<file path="config.mk">
export PLATFORM = sky130hd
export DESIGN_NAME = hamm_link_sched
export DESIGN_NICKNAME = d
export VERILOG_FILES = /design/src/rtl/hamm_pkg.sv /design/src/rtl/hamm_enc74.sv /design/src/rtl/hamm_link_sched.sv
export SDC_FILE = /design/constraint.sdc
export NUM_CORES = 1
export LEC_CHECK = 0
export CAP_MARGIN = 30
export CORE_AREA = 4 4 60 89
export CTS_CLUSTER_DIAMETER = 200
export DETAILED_ROUTE_END_ITERATION = 6
export DIE_AREA = 0 0 64 93
export PLACE_DENSITY_LB_ADDON = 0.1
export SLEW_MARGIN = 20
export SYNTH_ARGS = -nofsm -noshare
export SYNTH_HDL_FRONTEND = slang
export SYNTH_SLANG_ARGS = --single-unit
export TNS_END_PERCENT = 20
</file>
<file path="constraint.sdc">
create_clock -name clk -period 5.2 [get_ports clk]
set_input_delay 1.04 -clock clk [delete_from_list [all_inputs] [get_ports clk]]
set_output_delay 1.04 -clock clk [all_outputs]
set_load 0.02 [all_outputs]
</file>
<file path="src/rtl/hamm_pkg.sv">
// Shared widths, FSM state type and codeword position numbering for the Hamming(7,4) link.
package hamm_pkg;
   localparam int CW_W  = 7;
   localparam int NIB_W = 4;

   typedef enum logic [1:0] {
      IDLE = 2'd0,
      SEND = 2'd1,
      GAP  = 2'd2
   } state_t;

   // Positions are 1-based in wire order; codeword bit k carries position k+1.
   localparam int P1 = 1;
   localparam int P2 = 2;
   localparam int D0 = 3;
   localparam int P4 = 4;
   localparam int D1 = 5;
   localparam int D2 = 6;
   localparam int D3 = 7;
endpackage

</file>
<file path="src/rtl/hamm_enc74.sv">
// Combinational Hamming(7,4) encoder: nibble in, codeword out with bit k = position k+1.
// Zero latency; no flow control.
module hamm_enc74
   import hamm_pkg::*;
(
   input  logic [NIB_W-1:0] i_nib,
   output logic [CW_W-1:0]  o_cw
);
   always_comb begin
      o_cw       = '0;
      o_cw[P1-1] = i_nib[0] ^ i_nib[1] ^ i_nib[3];
      o_cw[P2-1] = i_nib[0] ^ i_nib[2] ^ i_nib[3];
      o_cw[D0-1] = i_nib[0];
      o_cw[P4-1] = i_nib[1] ^ i_nib[2] ^ i_nib[3];
      o_cw[D1-1] = i_nib[1];
      o_cw[D2-1] = i_nib[2];
      o_cw[D3-1] = i_nib[3];
   end
endmodule

</file>
<file path="src/rtl/hamm_link_sched.sv">
// Round-robin scheduler/framer for the serial Hamming(7,4) link; first bit 1 cycle after arbitration,
// one frame per 7+GAP_CYCLES cycles, requesters hold req until gnt. HAMM_ERR_INJECT_EN adds error injection.
module hamm_link_sched
   import hamm_pkg::*;
#(
   parameter int N_REQ      = 4,
   parameter int GAP_CYCLES = 1
) (
   input  logic               clk,
   input  logic               rst_n,
   input  logic [N_REQ-1:0]   req,
   input  logic [4*N_REQ-1:0] data,
`ifdef HAMM_ERR_INJECT_EN
   input  logic               inj_en,
   input  logic [2:0]         inj_pos,
`endif
   output logic [N_REQ-1:0]   gnt,
   output logic               d_hamm,
   output logic               strobe,
   output logic               busy,
   output logic [2:0]         cur_id
);
   localparam int                GCNT_W    = (GAP_CYCLES > 1) ? $clog2(GAP_CYCLES) : 1;
   localparam logic [GCNT_W-1:0] GCNT_LAST = GCNT_W'(GAP_CYCLES - 1);
   localparam logic [2:0]        LAST_ID   = 3'(N_REQ - 1);

   state_t             r_state;
   logic [2:0]         r_bit;
   logic [GCNT_W-1:0]  r_gcnt;
   logic [2:0]         r_ptr;
   logic [2:0]         r_cur_id;
   logic [CW_W-1:0]    r_cw;
   logic [N_REQ-1:0]   r_gnt;

   logic [2:0]         w_sel;
   logic [2:0]         w_sel_lo;
   logic [2:0]         w_sel_hi;
   logic               w_hit_hi;
   logic [NIB_W-1:0]   w_nib;
   logic [CW_W-1:0]    w_cw;
   logic [CW_W-1:0]    w_inj_mask;
   logic               w_arb;

   // First requester at or above the pointer wins; otherwise wrap to the lowest one.
   always_comb begin
      w_sel_lo = '0;
      w_sel_hi = '0;
      w_hit_hi = 1'b0;
      for (int i = N_REQ - 1; i >= 0; i--) begin
         if (req[i]) begin
            w_sel_lo = 3'(i);
            if (3'(i) >= r_ptr) begin
               w_sel_hi = 3'(i);
               w_hit_hi = 1'b1;
            end
         end
      end
      w_sel = w_hit_hi ? w_sel_hi : w_sel_lo;
   end

   always_comb begin
      w_nib = '0;
      for (int i = 0; i < N_REQ; i++) begin
         if (w_sel == 3'(i)) w_nib = data[4*i +: 4];
      end
   end

   hamm_enc74 u_enc (
      .i_nib (w_nib),
      .o_cw  (w_cw)
   );

`ifdef HAMM_ERR_INJECT_EN
   always_comb begin
      w_inj_mask = '0;
      if (inj_en && inj_pos != 3'd0) w_inj_mask[inj_pos - 3'd1] = 1'b1;
   end
`else
   assign w_inj_mask = '0;
`endif

   assign w_arb = (|req) && ((r_state == IDLE) || (r_state == GAP && r_gcnt == GCNT_LAST));

   always_ff @(posedge clk or negedge rst_n) begin
      if (!rst_n) begin
         r_state  <= IDLE;
         r_bit    <= '0;
         r_gcnt   <= '0;
         r_ptr    <= '0;
         r_cur_id <= '0;
         r_cw     <= '0;
         r_gnt    <= '0;
      end else begin
         r_gnt <= '0;
         if (w_arb) begin
            r_state  <= SEND;
            r_bit    <= '0;
            r_cw     <= w_cw ^ w_inj_mask;
            r_gnt    <= N_REQ'(1) << w_sel;
            r_cur_id <= w_sel;
            r_ptr    <= (w_sel == LAST_ID) ? 3'd0 : w_sel + 3'd1;
         end else begin
            case (r_state)
               SEND: begin
                  if (r_bit == 3'd6) begin
                     r_state <= GAP;
                     r_gcnt  <= '0;
                  end else begin
                     r_bit <= r_bit + 3'd1;
                  end
               end
               GAP: begin
                  if (r_gcnt == GCNT_LAST) r_state <= IDLE;
                  else                     r_gcnt  <= r_gcnt + 1'b1;
               end
               default: r_state <= IDLE;
            endcase
         end
      end
   end

   // Outputs decode straight from reset flops so a reset mid-frame drops the line at once.
   assign strobe = (r_state == SEND);
   assign d_hamm = strobe & r_cw[r_bit];
   assign busy   = (r_state != IDLE);
   assign gnt    = r_gnt;
   assign cur_id = r_cur_id;
endmodule

</file>
==> summary.md <==
| Metric | Value |
|---|---|
| Reg clk slew, reported paths | about 0.070 ns |
| CP Max Fanout | 5 |
| Routed Antenna Nets | 0 |
| CP delay by family, top | compound AO/OA/AOI/OAI gates |
| CTS tree | built |
| Vias in the first global route | 1,042 |
| Worst path arrival time | about 3.8 ns |
| Hold_sp | r_cw[4] |
| Area share of the leading cell type in the synthesized netlist | between 40% and 50% |
| Top_reg_cell synth | dfrtp_1 |
| Worst Tran Pin Value | roughly 0.85 ns |
| Top post-synthesis cells by area | dfrtp_1, ha_1, nand2_1 |
| Row count | 30 |
| Buf+Inv Stages, Crit Path | 2 |
| Final core utilization | 35.10% |
| Post-DR vias/cell | 4.558 |
| DR WL/cell | 12.76 um |
| Critical setup path kind | in -> reg |
| Mapped cell area | 1162 um^2 |
| Post-CTS Setup Repair Bufs | 0 |
| Post-cts resize count | 0 |
| Critical Path Start | req[0] |
| DRT Wirelength | 2770 um |
| Buffers on Ports | 30 |
| Core area | 4542 um^2 |
| Area grow syn2layout | 37.14% |
| Final hold violations | 0 |
| Die Wd | 64 um |
| Worst reg2reg path depth | 10 |
| Status | finished clean |
| CTS buffer count | 3 |
| GRT Total Usage | 10.31% |
| Yosys warns | 0 |
| Syn nets | 150 |
| Mapped Cells | 122 |
| Antenna cells | 0 |
| CP peak stage delay | 0.53 ns |
| Initial Util | roughly 26% |
| Post-DP HPWL | 2222 um |
| CTS H-tree depth | 1 |
| Layout cell share with drive strength beyond 1 | under 10% |
| Die area | 5952 um^2 |
| Setup-failing EPs final | 0 |
| Largest net degree at the start of global routing | 17 |
| Endpoint type of the worst setup path | flip-flop |
| RD Place Congestion | 0.7596 |
| Number of flops mapped to enable cells by yosys | 0 |
| PD cells | 523.4 nW/um^2 |
| Crit-path most repeated cell | a211o_1 |
| Peak supply drop | 0.0001882 V |
| Cts hold-fix bufs | 0 |
| WP data required | 5.35 ns |
| # IOs | 32 |
| Crit path cell chain | clkdlybuf4s50_1, a21oi_1, o21a_1, o22ai_1, inv_1, ha_1, or2_1, a221o_1, a211o_1, and4_4, a211o_1 |
| Nets | 182 |
| Clk root buf | clkbuf_8 |
| # DRC | 0 |
| Leak | 0.0007078 uW |
| Relative slew slack | 43.20% |
| Via count | just under 1k |
| Total negative slack | 0 ns |
| WP depth | 11 |
| Post-synth cell types | a little over 40 |
| Clock Latency Late Sink | between 0.2 and 0.3 ns |
| Clock Skew | 0.001336 ns |
| Seq cells post-synth | 20 |
| Unrepaired setup endpoints after global routing | false |
| Average size of a mapped cell | between 9 and 10 um^2 |
| Hold Path Class | reg -> reg |
| FFs w/ async S/R, synth | 100.0% |
| Critical-path top delay cell | clkdlybuf4s50_1 |
| R2r startpoint | r_ptr[1] |
| Max-slew violation count | 0 |
| Fin crit share | between 70% and 80% |
| DRT Pass-1 Iters | 3 |
| Clock sink count | 20 |
| Clock Tree Buf Depth | 2 |
| Max-cap viol count | 0 |
| Initial antenna violation count | 0 |
| Proportion of synthesized chip area in sequential cells | 43.06% |
| Critical Path Start Type | input pin |
| Gr ovfl total | 0 |
| Global-route wire length before repair | 4878 um |
| Starting DRT DRC Count | 16 |
| Die H | approximately 93 um |
| Worst hold path stage count | 2 |
| Min Tclk post-route | approximately 3.7 ns |
| Most frequent cells after synthesis | dfrtp_1, nand2_1, nor2_1 |
| Area leader, netlist | dfrtp_1 |
| Max Freq | approximately 270 MHz |
==> state kept, by name, indices dropped and copies added, names as in the netlist <==
register,cells
r_cw,7
gnt,4
r_bit,3
cur_id,2
r_ptr,2
r_state,2
==> layout make-up <==
class	count	area, um^2
Multi-Input combinational cell	91	616.8
Tap cell	64	80.08
Fill cell	478	2948
Clock buffer	4	55.05
Timing Repair Buffer	31	315.3
Sequential cell	20	500.5
Inverter	7	26.28
==> path summary, 6_finish.rpt <==
path	endpoint	slack [ns]
setup / recovery	r_cw[1]	1.54
hold / removal	r_cw[4]	0.48
setup reg to reg	r_cw[1]	2.35
hold reg to reg	r_cw[4]	0.48
max in group asynchronous	gnt[0]	3.74
min in group asynchronous	r_cw[0]	1.05
==> through the flow <==
step	instance area [um^2]	total power, uW	worst slack [ns]	hold WS [ns]	instances
finish	1594	834.3	1.542	0.4790	217
global route	1594	913.1	1.247	0.5107	217
CTS	1594	847.7	1.545	0.4822	217
detailed placement	1539	722.2	1.264	0.4669	213
global placement	1524	720.5	1.333	0.4598	212
floorplan	1162	581.1	2.033	0.4405	122
==> kinds of logic after synthesis <==
kind of cell / count (synthesis) / share of synthesized area [%]
simple gates: 48 / 20.13
compound gates: 29 / 18.09
flops: 20 / 43.06
buf+inv: 11 / 3.876
fa+ha+maj: 6 / 6.458
mux: 4 / 4.628
xor+xnor: 3 / 3.445
other cells: 1 / 0.3226
==> power breakdown <==
group          switching (uW)  internal [uW]
registers                45.8            216
logic                     233            220
clock network            51.6           67.3
==> cell usage in the layout, fill, tap and decap left out, types with 2 or more instances in the layout <==
cell type and n:
nor2b_1 2, or2_2 2, a21oi_1 4, and2_1 3, clkdlybuf4s50_1 30, inv_1 7, nor2_1 10, a221oi_1 3
ha_1 6, clkbuf_8 4, dfrtp_1 20, o211ai_1 4, o21ai_0 4, nand3_1 2, a211oi_1 2, a211o_1 2
nand2_1 20, o22ai_1 3, mux2i_1 2
==> worst register-to-register path, cell delays in order (launching register included) <==
cell and delay, ns:
dfrtp_1 0.46, mux2i_1 0.21, o32ai_1 0.10, nor2_1 0.27, inv_1 0.12, ha_1 0.25
or2_1 0.27, a221o_1 0.33, a211o_1 0.33, and4_4 0.18, a211o_1 0.21
==> per-layer routing <==
layer	global-route usage (%)	up-vias	wire [um]
met5	0	-	0
met2	18.03	23	1437
met3	1.202	2	95
met1	12.37	474	1196
li1	-	490	-
met4	4.865	0	40
(Power assumes the default switching activity.)
